**config.mk**
```make
export PLATFORM = sky130hd
export DESIGN_NAME = btn_debounce_edge
export DESIGN_NICKNAME = d
export VERILOG_FILES = /design/src/rtl/btn_debounce_edge_pkg.sv /design/src/rtl/btn_debounce_edge_chan.sv /design/src/rtl/btn_debounce_edge.sv
export SDC_FILE = /design/constraint.sdc
export NUM_CORES = 1
export LEC_CHECK = 0
export CORE_MARGIN = 2
export CORE_UTILIZATION = 40
export DETAILED_ROUTE_END_ITERATION = 12
export REMOVE_ABC_BUFFERS = 1
export SYNTH_ARGS = -nofsm -noshare
export SYNTH_HDL_FRONTEND = slang
export SYNTH_HIERARCHICAL = 1
export SYNTH_SLANG_ARGS = --single-unit
```
**constraint.sdc**
```tcl
create_clock -name sys_clk_in -period 2.93 [get_ports sys_clk_in]
set_input_delay 0.293 -clock sys_clk_in [delete_from_list [all_inputs] [get_ports sys_clk_in]]
set_output_delay 0.293 -clock sys_clk_in [all_outputs]
set_load 0.02 [all_outputs]
```
**src/rtl/btn_debounce_edge_pkg.sv**
```systemverilog
// Shared definitions for the push-button conditioner:
// per-channel FSM states and EGO1 default timing.
package btn_debounce_edge_pkg;

    typedef enum logic [1:0] {
        IDLE         = 2'd0,
        PRESS_WAIT   = 2'd1,
        PRESSED      = 2'd2,
        RELEASE_WAIT = 2'd3
    } btn_state_e;

    localparam int DEF_DEBOUNCE_CYCLES = 10000;
    localparam int DEF_LONG_CYCLES     = 100000000;

endpackage

```
**src/rtl/btn_debounce_edge_chan.sv**
```systemverilog
// One button channel: input synchroniser, debounce FSM,
// press/release/long-press pulse generation.
module btn_debounce_edge_chan
    import btn_debounce_edge_pkg::*;
#(
    parameter int DEBOUNCE_CYCLES = DEF_DEBOUNCE_CYCLES,
    parameter int LONG_CYCLES     = DEF_LONG_CYCLES,
    parameter bit BTN_ACTIVE_LOW  = 1'b0
) (
    input  logic clk_i,
    input  logic rst_i,
    input  logic raw_i,
    output logic level_o,
    output logic press_o,
    output logic release_o,
    output logic long_o
);

    localparam int CW = $clog2(DEBOUNCE_CYCLES);
    // Hold must represent LONG_CYCLES itself so it can saturate there.
    localparam int HW = $clog2(LONG_CYCLES + 1);

    localparam logic [CW-1:0] CNT_LAST  = CW'(DEBOUNCE_CYCLES - 1);
    localparam logic [HW-1:0] HOLD_MAX  = HW'(LONG_CYCLES);
    localparam logic [HW-1:0] HOLD_FIRE = HW'(LONG_CYCLES - 1);

    btn_state_e    state_q;
    logic [1:0]    sync_q;
    logic [CW-1:0] cnt_q;
    logic [HW-1:0] hold_q;
    logic          level_q;
    logic          press_q;
    logic          release_q;
    logic          long_q;
    logic          raw_d;
    logic          s;
    logic          holding;

    assign raw_d   = raw_i ^ BTN_ACTIVE_LOW;
    assign s       = sync_q[1];
    assign holding = (state_q == PRESSED) ||
                     (state_q == RELEASE_WAIT);

    always_ff @(posedge clk_i or posedge rst_i) begin
        if (rst_i) begin
            state_q   <= IDLE;
            sync_q    <= '0;
            cnt_q     <= '0;
            hold_q    <= '0;
            level_q   <= 1'b0;
            press_q   <= 1'b0;
            release_q <= 1'b0;
            long_q    <= 1'b0;
        end else begin
            sync_q    <= {sync_q[0], raw_d};
            press_q   <= 1'b0;
            release_q <= 1'b0;
            long_q    <= 1'b0;

            if (holding && hold_q != HOLD_MAX) begin
                hold_q <= hold_q + HW'(1);
                if (hold_q == HOLD_FIRE) begin
                    long_q <= 1'b1;
                end
            end

            unique case (state_q)
                IDLE: begin
                    if (s) begin
                        state_q <= PRESS_WAIT;
                        cnt_q   <= CW'(1);
                    end
                end
                PRESS_WAIT: begin
                    if (!s) begin
                        state_q <= IDLE;
                        cnt_q   <= '0;
                    end else if (cnt_q == CNT_LAST) begin
                        state_q <= PRESSED;
                        cnt_q   <= '0;
                        hold_q  <= '0;
                        level_q <= 1'b1;
                        press_q <= 1'b1;
                    end else begin
                        cnt_q <= cnt_q + CW'(1);
                    end
                end
                PRESSED: begin
                    if (!s) begin
                        state_q <= RELEASE_WAIT;
                        cnt_q   <= CW'(1);
                    end
                end
                RELEASE_WAIT: begin
                    if (s) begin
                        state_q <= PRESSED;
                        cnt_q   <= '0;
                    end else if (cnt_q == CNT_LAST) begin
                        state_q   <= IDLE;
                        cnt_q     <= '0;
                        level_q   <= 1'b0;
                        release_q <= 1'b1;
                    end else begin
                        cnt_q <= cnt_q + CW'(1);
                    end
                end
                default: state_q <= IDLE;
            endcase
        end
    end

    assign level_o   = level_q;
    assign press_o   = press_q;
    assign release_o = release_q;
    assign long_o    = long_q;

endmodule

```
**src/rtl/btn_debounce_edge.sv**
```systemverilog
// Multi-channel push-button conditioner: N_BTN independent
// debounced channels with press/release/long-press pulses.
module btn_debounce_edge
    import btn_debounce_edge_pkg::*;
#(
    parameter int N_BTN           = 5,
    parameter int DEBOUNCE_CYCLES = DEF_DEBOUNCE_CYCLES,
    parameter int LONG_CYCLES     = DEF_LONG_CYCLES,
    parameter bit BTN_ACTIVE_LOW  = 1'b0
) (
    input  logic             sys_clk_in,
    input  logic             sys_rst,
    input  logic [N_BTN-1:0] btn_raw,
    output logic [N_BTN-1:0] btn_level,
    output logic [N_BTN-1:0] btn_press,
    output logic [N_BTN-1:0] btn_release,
    output logic [N_BTN-1:0] btn_long
);

    for (genvar g = 0; g < N_BTN; g++) begin : g_chan
        btn_debounce_edge_chan #(
            .DEBOUNCE_CYCLES (DEBOUNCE_CYCLES),
            .LONG_CYCLES     (LONG_CYCLES),
            .BTN_ACTIVE_LOW  (BTN_ACTIVE_LOW)
        ) u_chan (
            .clk_i     (sys_clk_in),
            .rst_i     (sys_rst),
            .raw_i     (btn_raw[g]),
            .level_o   (btn_level[g]),
            .press_o   (btn_press[g]),
            .release_o (btn_release[g]),
            .long_o    (btn_long[g])
        );
    end

endmodule
```
Yosys cells after proc, flatten, opt, wreduce, memory -nomap -nowiden
Cells that the tools add are included.
- bits in registers: 245
- latch bits: 0
- memory bits (writable): 0
- ROM bits: 0
- input bits: 7
- output and inout port bits: 20
- word-level logic and storage cells: 300
- memories kept: 0
- add/sub/neg operators: 10
- multipliers: 0
- div/mod/pow operators: 0
- order comparisons: 0
- eq/ne operators: 70
- shift-type cells: 0
- multiplexer cells: 145
- bitwise gates (word level): 0
- reductions and logical operators: 35
- operator list (kind ; number):
    $mux 27 ; 20
    $mux 14 ; 25
    $pmux 14 s4 ; 5
    $add 27x1->27 const B ; 5
    $eq 27x27->1 const B ; 5
    $ne 27x27->1 const B ; 5
    $add 14x1->14 const B ; 5
    $eq 14x14->1 const B ; 5
    $mux 2 ; 30
    $mux 1 ; 55
    $pmux 2 s4 ; 5
    $ne 2x1->1 const B ; 15
    $ne 2x2->1 const B ; 15
    $reduce_and 5->1 ; 5
    $eq 2x2->1 const B ; 10
    $reduce_and 4->1 ; 5
    $ne 3x2->1 const B ; 5
    $ne 3x3->1 const B ; 5
    $eq 2x1->1 const B ; 5
    $logic_not 2->1 ; 5
    $pmux 1 s2 ; 5
    $reduce_and 2->1 ; 5
    $reduce_bool 2->1 ; 5
    $logic_and 1x1->1 ; 5
    $logic_or 1x1->1 ; 5

Depth between registers and ports, before layout
Gate-level depths: netlist of the first run.
- word-level depth: 7
- mapped depth: 7

By module
The synthesis of the first run kept the hierarchy.
- modules (own cells, without submodules) (module ; instances ; cells an instance ; area an instance (um2)):
    btn_debounce_edge_chan (g_chan[0].u_chan ...) ; 4 ; 264 ; 2532.4
    btn_debounce_edge_chan (g_chan[4].u_chan) ; 1 ; 299 ; 2745.1

Worst setup path before layout of the first run
No wires, ideal clock.
- path kind: flip-flop to flip-flop
- from: register g_chan[0].u_chan.cnt_q[5]
- to: register (tool-made name)
- library setup time: 0.125 ns
- arrival time: 1.903 ns
- data required time: 2.805 ns
- setup slack: 0.902 ns
- stages on the path, launching flop included: 7
- path buffers: 1
- period minus slack after synthesis: 2.028 ns
- cells stage by stage: dfrtp_1 -> or4b_4 -> nor4_4 -> or2_1 -> buf_4 -> nand2_2 -> mux2_4
- RTL lines (item ; RTL line ; RTL):
    start: declaration ; btn_debounce_edge_chan.sv:29 ; logic [CW-1:0] cnt_q;
    start signal: assignment ; btn_debounce_edge_chan.sv:85 ; cnt_q <= cnt_q + CW'(1);
    start signal: assignment ; btn_debounce_edge_chan.sv:104 ; cnt_q <= cnt_q + CW'(1);

Final worst setup path of the first run
- from: register g_chan[3].u_chan.cnt_q[5]
- to: register g_chan[3].u_chan.hold_q[1]
- word-level cells in the longest chain between the ends: 4
- ends and longest elaborated chain (item ; RTL line ; RTL):
    start: declaration ; btn_debounce_edge_chan.sv:29 ;
    start signal: assignment ; btn_debounce_edge_chan.sv:85 ;
    start signal: assignment ; btn_debounce_edge_chan.sv:104 ;
    $eq 14x14->1 ; btn_debounce_edge_chan.sv:78 ; end else if (cnt_q == CNT_LAST) begin
    $mux 27 ; btn_debounce_edge_chan.sv:78 ;
    $mux 27 ; btn_debounce_edge_chan.sv:75 ; if (!s) begin
    $mux 27 ; btn_debounce_edge_chan.sv:67 ; unique case (state_q)
    end signal: assignment ; btn_debounce_edge_chan.sv:61 ; hold_q <= hold_q + HW'(1);
    end: declaration ; btn_debounce_edge_chan.sv:30 ; logic [HW-1:0] hold_q;
No other way between the ends.
A chain may end at the register's enable or synchronous reset.

==> summary.md, run 1 <==
| Metric | Value |
|---|---|
| Outcome | `complete, no violations` |
| DR vias | `9978` |
| Int Pwr | `0.006496 W` |
| Post-detail-place hpwl | `17540 microns` |
| Most frequent cell after synthesis | `dfrtp_1` |
| Clock power share | `35.8%` |
| Fin. max-slew vios | `0` |
| Maximum achievable frequency | `428.2 MHz` |
| # IOs | `27` |
| Largest net degree at the start of global routing | `50` |
| Register share of total power | `43.8%` |
| GP Congestion | `0.8081` |
| Layout Nets | `1403` |
| Power Total | `0.009461 W` |
| Flops & latches, synth | `245` |
| FFs w/ async S/R, synth | `100.0%` |
| Clock Skew | `0.01807 ns` |
| Drt total wl | `26350 microns` |
| Iter 0 DRT Violations | `613` |
| Initial antenna violation count | `0` |
| Synth Warn # | `6` |
| Die ar. | `33640 sq um` |
| IO buf count | `26` |
| Crit. End Element | `register` |
| Slew @ Worst Pin | `0.8626 ns` |
| Sequential fraction of the synthesis area | `47.62%` |
| Via/cell ratio | `5.537` |
| Area growth syn-to-layout | `11.93%` |
| Placed Cells | `1751` |
| Share of the synthesized area in the top cell type | `47.62%` |
| Tmin final | `2.335 ns` |
| Cells after Synth | `1355` |
| GRT Overall Usage | `16.06%` |
| Nature of the critical path startpoint | `register` |
| Synth top area cells | `dfrtp_1 (48%), xor2_1 (4.8%), nand3_1 (4.4%)` |
| Combinational cell fraction of total power | `20.3%` |
| Final setup fails | `0` |
| Worst EP required | `3.31 ns` |
| Min-Delay Path Depth | `1` |
| GR Overflow Total | `0` |
| Hold_ws | `0.1917 ns` |
| Commonest cells in the netlist | `dfrtp_1 (245), nor2_1 (140), nand3_1 (114)` |
| Setup bufs post-CTS | `0` |
| Worst rel slew slack | `41.97%` |
| Worst Reg2Reg Path Length in Cells | `5` |
| Power per cell area | `656.5 nW/um^2` |
| Post-synth EDFFs | `0` |
| Vias in the first global route | `9780` |
| VDD IR max | `0.4744 mV` |
| Clock Latency Late Sink | `0.54 ns` |
| Arr. time, crit path | `2.72 ns` |
| Max-cap violations | `0` |
| Antenna cell count | `0` |
| Crit Path Max Fanout | `6` |
| CTS Buf Count | `29` |
| Net load switching power | `0.002966 W` |
| Clock Pin Slew Worst Setup and Hold Paths | `0.06 ns` |
| CP Class | `register to register` |
| CTS Buffer Depth | `3` |
| Hold Path Class | `input pin to register` |
| Detailed-route DRC error count | `0` |
| Netlist area before placement | `12870 sq um` |
| Post-CTS sizing | `0` |
| Num Clock Sinks | `245` |
| # hold bufs at CTS | `0` |
| Leakage | `6.115 nW` |
| Initial DRT Pass Iterations | `7` |
| Die Height | `183.4 microns` |
| Root buf cell | `clkbuf_16` |
| Post-route setup TNS | `0 ns` |
| Non-filler cells, final | `1802` |
| Post-synthesis cell type count | `63` |
| Net Sw Frac | `31.35%` |
| Routed Antenna Nets | `0` |
| CTS H-tree lvls | `1` |
| RSZ-0062 raised after global routing | `no` |
| Die W | `183.4 microns` |
| CTS tree | `yes` |
| Core region area | `31640 sq um` |
| Cell row count | `65` |
| Avg Synthesized Cell Area | `9.502 sq um` |
| First-pass GRT wire length | `46360 microns` |
| Synth Flop Type | `dfrtp_1` |
| Routed WL per cell | `14.62 microns` |
| Layout cells sized above 1 | `8.857%` |
| Final Cycle Share | `79.71%` |
| Dominant cell type by area after synthesis | `dfrtp_1` |
| Initial core utilization | `40.70%` |
| Final Hold Viols | `0` |
==> cell usage in the layout (no fill, tap or decap), drive strengths merged, types with 5 or more instances in the layout <==
cell	netlist	layout
dfrtp	245	245
nor2	148	148
nand3	114	114
nand2	104	104
o21ai	75	75
xor2	70	70
a21oi	52	52
nand4	52	52
and3	46	46
inv	46	46
a31oi	45	45
clkbuf	16	40
xnor2	30	30
or3	29	29
clkdlybuf4s50	0	26
nor4	22	22
buf	37	21
nor3	20	20
nor4b	18	18
o31ai	17	17
ha	16	16
and2	15	15
a22o	13	13
nand2b	11	11
and4	11	11
or4b	10	10
or2	9	9
clkinv	0	8
o211ai	7	7
mux2i	7	7
a41oi	6	6
nor3b	6	6
or4	6	6
nor4bb	5	5
o311ai	5	5
mux2	5	5
==> final cells by class <==
cell class,instances,area [sq um]
multi-input combinational,1011,6272
timing repair buffer,47,430.4
tap,402,503.0
sequential,245,6131
clock buffer,40,817.0
fill,2994,17230
inverter,46,172.7
clock inverter,11,85.08
==> power groups by stage <==
stage	Sequential [W]	Clock (W)	Combinational (W)
after global placement	0.00419	0	0.00188
after global routing	0.00421	0.00367	0.00221
final	0.00415	0.00339	0.00192
after detailed placement	0.00420	0	0.00193
after CTS	0.00414	0.00352	0.00194
after floorplan	0.00414	0	0.00145
==> per-layer routing <==
metal / GRT usage (%) / wire (microns) / vias up
met3: 2.323 / 838 / 33
met2: 26.28 / 12150 / 124
met4: 3.520 / 500 / 0
met1: 22.63 / 12860 / 4860
met5: 0 / 0 / -
li1: - / - / 4961
==> critical path: stages (launching register included) <==
cell and delay (ns):
dfrtp_1 0.43, or4b_4 0.58, nor4_1 0.73, a211oi_1 0.17, a31oi_1 0.17, o21ai_0 0.11
==> registers in the layout, summed over array words and instances, names as in the netlist, named ones only <==
signal	count
g_chan.u_chan/cnt_q	70
g_chan.u_chan/hold_q	135
g_chan.u_chan/level_o	5
g_chan.u_chan/long_o	5
g_chan.u_chan/press_o	5
g_chan.u_chan/release_o	5
g_chan.u_chan/state_q	5
g_chan.u_chan/sync_q	10
==> path summary, 6_finish.rpt <==
kind	endpoint	startpoint	slack, ns
worst max-delay path	g_chan[3].u_chan/hold_q[1]	g_chan[3].u_chan/cnt_q[5]	0.59
worst min-delay path	g_chan[1].u_chan/sync_q[0]	btn_raw[1]	0.19
worst max register to register	g_chan[3].u_chan/hold_q[1]	g_chan[3].u_chan/cnt_q[5]	0.59
worst min register to register	g_chan[1].u_chan/sync_q[1]	g_chan[1].u_chan/sync_q[0]	0.35
max in group asynchronous	g_chan[0].u_chan/cnt_q[0]	sys_rst	1.99
min in group asynchronous	g_chan[2].u_chan/cnt_q[9]	sys_rst	0.28
==> through the flow <==
stage	util [%]	worst slack, ns	cell area [sq um]
after floorplan	-	0.7328	12580
after global placement	42.70	0.6937	13510
after detailed placement	42.70	0.5967	13510
after CTS	45.55	0.5762	14410
after global routing	45.55	0.4215	14410
final	45.55	0.5945	14410
==> kinds of logic (layout without fill, tap and decap cells) <==
kind of cell / Yosys count / after routing / synth area share, %
and+or+nand+nor: 636 / 636 / 27.44
adders and majority gates: 16 / 16 / 1.555
muxes: 12 / 12 / 1.098
buffers and inverters: 99 / 144 / 3.664
AOI/OAI and AO/OA: 247 / 247 / 11.82
DFF: 245 / 245 / 47.62
xor gates and xnor gates: 100 / 100 / 6.803
(Power assumes the default switching activity.)
==> run 2, diff against run 1 <==
- clock period: 2.93 -> 2.3 ns (I/O delays scaled with it)
==> summary.md, run 2 (same netlist as run 1, synthesis figures left out) <==
| Metric | Value |
|---|---|
| Root buf cell | `clkbuf_16 (unchanged)` |
| Nature of the critical path startpoint | `register (unchanged)` |
| First-pass GRT wire length | `46690 microns (was 46360 microns)` |
| Tmin final | `2.146 ns (was 2.335 ns)` |
| IO buf count | `26 (unchanged)` |
| Routed Antenna Nets | `0 (unchanged)` |
| Initial core utilization | `40.70% (unchanged)` |
| Slew @ Worst Pin | `0.8290 ns (was 0.8626 ns)` |
| Drt total wl | `26800 microns (was 26350 microns)` |
| Die ar. | `33640 sq um (unchanged)` |
| CP delay by family, top | `simple AND/OR/NAND/NOR gates (unchanged)` |
| Layout Nets | `1433 (was 1403)` |
| Post-route setup TNS | `0 ns (unchanged)` |
| Via/cell ratio | `5.476 (was 5.537)` |
| Vias in the first global route | `9732 (was 9780)` |
| Hold Path Class | `input pin to register (unchanged)` |
| Die W | `183.4 microns (unchanged)` |
| Min-Delay Path Depth | `1 (unchanged)` |
| Worst Hold End | `g_chan[3].u_chan/sync_q[0] (was g_chan[1].u_chan/sync_q[0])` |
| Setup crit start | `g_chan[2].u_chan/cnt_q[6] (was g_chan[3].u_chan/cnt_q[5])` |
| DR vias | `10037 (was 9978)` |
| Fin. max-slew vios | `0 (unchanged)` |
| GP Congestion | `0.8095 (was 0.8081)` |
| Clock Skew | `0.01083 ns (was 0.01807 ns)` |
| Setup WS pre-CTS | `0.04843 ns (was 0.5967 ns)` |
| Antenna cell count | `0 (unchanged)` |
| CTS tree | `yes (unchanged)` |
| Max FFs per register | `135 (unchanged)` |
| Largest stage delay on the critical path | `0.56 ns (was 0.73 ns)` |
| CTS Buffer Depth | `3 (unchanged)` |
| Initial DRT Pass Iterations | `7 (unchanged)` |
| Cell row count | `65 (unchanged)` |
| VDD IR max | `0.8707 mV (was 0.4744 mV)` |
| Crit. End Element | `register (unchanged)` |
| GR Overflow Total | `0 (unchanged)` |
| Post-detail-place hpwl | `17670 microns (was 17540 microns)` |
| Power Total | `0.01236 W (was 0.009461 W)` |
| Area growth syn-to-layout | `14.79% (was 11.93%)` |
| Final Hold Viols | `0 (unchanged)` |
| CP Class | `register to register (unchanged)` |
| Placed inst area | `13790 sq um (was 13510 sq um)` |
| Initial antenna violation count | `0 (unchanged)` |
| Worst Reg2Reg Path Length in Cells | `5 (unchanged)` |
| CP Cell Sequence | `or4b_4, nor4_4, nor2_2, a21o_1, a22o_1 (was or4b_4, nor4_1, a211oi_1, a31oi_1, o21ai_0)` |
| Commonest non-fill, non-tap cell in the layout | `dfrtp_1 (unchanged)` |
| Clock Latency Late Sink | `0.54 ns (about the same)` |
| CTS H-tree lvls | `1 (unchanged)` |
| RR Startpoint | `g_chan[2].u_chan/cnt_q[6] (was g_chan[3].u_chan/cnt_q[5])` |
| Worst EP required | `2.73 ns (was 3.31 ns)` |
| RSZ-0062 raised after global routing | `no (unchanged)` |
| Flop2flop setup slack | `0.15 ns (was 0.59 ns)` |
| Final setup fails | `0 (unchanged)` |
| Most frequent cells in the layout | `dfrtp_1 (245), nor2_1 (140), nand3_1 (114) (unchanged)` |
| Core region area | `31640 sq um (unchanged)` |
| GRT Overall Usage | `16.18% (was 16.06%)` |
| CTS Buf Count | `29 (unchanged)` |
| Post-route cell area | `14780 sq um (was 14410 sq um)` |
| Detailed-route DRC error count | `0 (unchanged)` |
| Largest net degree at the start of global routing | `50 (unchanged)` |
| RR Endpoint | `g_chan[2].u_chan/cnt_q[6] (was g_chan[3].u_chan/hold_q[1])` |
| CP max-delay cell | `or4b_4 (was nor4_1)` |
| Leakage | `6.315 nW (was 6.115 nW)` |
| Final Cycle Share | `93.30% (was 79.71%)` |
| Maximum achievable frequency | `466.0 MHz (was 428.2 MHz)` |
| Die Height | `183.4 microns (unchanged)` |
| Layout cells sized above 1 | `10.55% (was 8.857%)` |
| Worst rel slew slack | `44.53% (was 41.97%)` |
| Clock Pin Slew Worst Setup and Hold Paths | `0.06 ns (about the same)` |
| Crit Path Max Fanout | `17 (was 6)` |
| Final WS setup | `0.1541 ns (was 0.5945 ns)` |
| Hold_ws | `0.1256 ns (was 0.1917 ns)` |
| Num Clock Sinks | `245 (unchanged)` |
| Routed WL per cell | `14.62 microns (about the same)` |
| Power per cell area | `836.1 nW/um^2 (was 656.5 nW/um^2)` |
| Iter 0 DRT Violations | `653 (was 613)` |
| Crit. path cell count | `5 (unchanged)` |
| WP buf/inv | `0 (unchanged)` |
| Max-cap violations | `0 (unchanged)` |
| Worst hold start | `btn_raw[3] (was btn_raw[1])` |
| Fillers | `2881 (was 2994)` |
| # IOs | `27 (unchanged)` |
| Top flop regs | `g_chan.u_chan/hold_q x135, g_chan.u_chan/cnt_q x70, g_chan.u_chan/sync_q x10 (unchanged)` |
| Top reg by flops | `g_chan.u_chan/hold_q (unchanged)` |
| Arr. time, crit path | `2.58 ns (was 2.72 ns)` |
| # hold bufs at CTS | `0 (unchanged)` |
| Outcome | `complete, no violations (unchanged)` |
==> run 2: changes by cell type in the layout (fill, tap and decap cells not counted), sizes merged <==
cell and change:
bufinv +1, inv +1, clkinvlp -2, clkbuf +7, clkinv -6, buf +30
==> run 2: worst max path at each step <==
stage,to
after global placement,g_chan[1].u_chan/hold_q[7]
after global routing,g_chan[4].u_chan/hold_q[19]
after floorplan,g_chan[4].u_chan/hold_q[12]
after detailed placement,g_chan[1].u_chan/hold_q[20]
final,g_chan[2].u_chan/cnt_q[6]
after CTS,g_chan[1].u_chan/hold_q[20]
==> run 2: stage by stage <==
step	util, %	instances
3_3_place_gp	43.60	1777
5_1_grt	46.72	1833
3_5_place_dp	43.60	1777
2_1_floorplan	-	1302
6_report	46.72	1833
4_1_cts	46.57	1829
==> run 2: power breakdown <==
part	switching (W)	total (W)	leakage, nW	internal [W]
Clock	0.00176	0.00452	0.461	0.00276
Combinational	0.00154	0.00261	2.53	0.00107
Sequential	0.000506	0.00523	3.32	0.00472
==> run 2: final cells by class <==
class | count | area [sq um] | share of cell area, %
multi-input cells | 1011 | 6275 | 42.46
flip-flops and latches | 245 | 6131 | 41.48
clock buffers | 47 | 863.3 | 5.842
repair buffers | 77 | 755.7 | 5.113
well taps | 402 | 503.0 | 3.403
inverters | 46 | 172.7 | 1.168
clock inverters | 5 | 78.83 | 0.5334
==> run 2: worst reg2reg max path: cells and delay by family, from the launching register on <==
family / cells / cell delay [ns]
simple gates: 3 / 1.20
flops: 1 / 0.42
compound gates: 2 / 0.42
==> run 2: layer usage <==
| metal | routed length (microns) | up-vias | track usage (%) |
|---|---|---|---|
| li1 | - | 5039 | - |
| met1 | 13050 | 4808 | 22.50 |
| met2 | 12300 | 147 | 26.64 |
| met3 | 811 | 43 | 2.125 |
| met4 | 636 | 0 | 4.320 |
| met5 | 0 | - | 0 |
==> run 2: timing repair <==
item / CTS / global route
hold endpoints to repair: 0 / 0
buffers inserted: 0 / 4
gates resized for setup: 0 / 1
setup endpoints to repair: 0 / 22
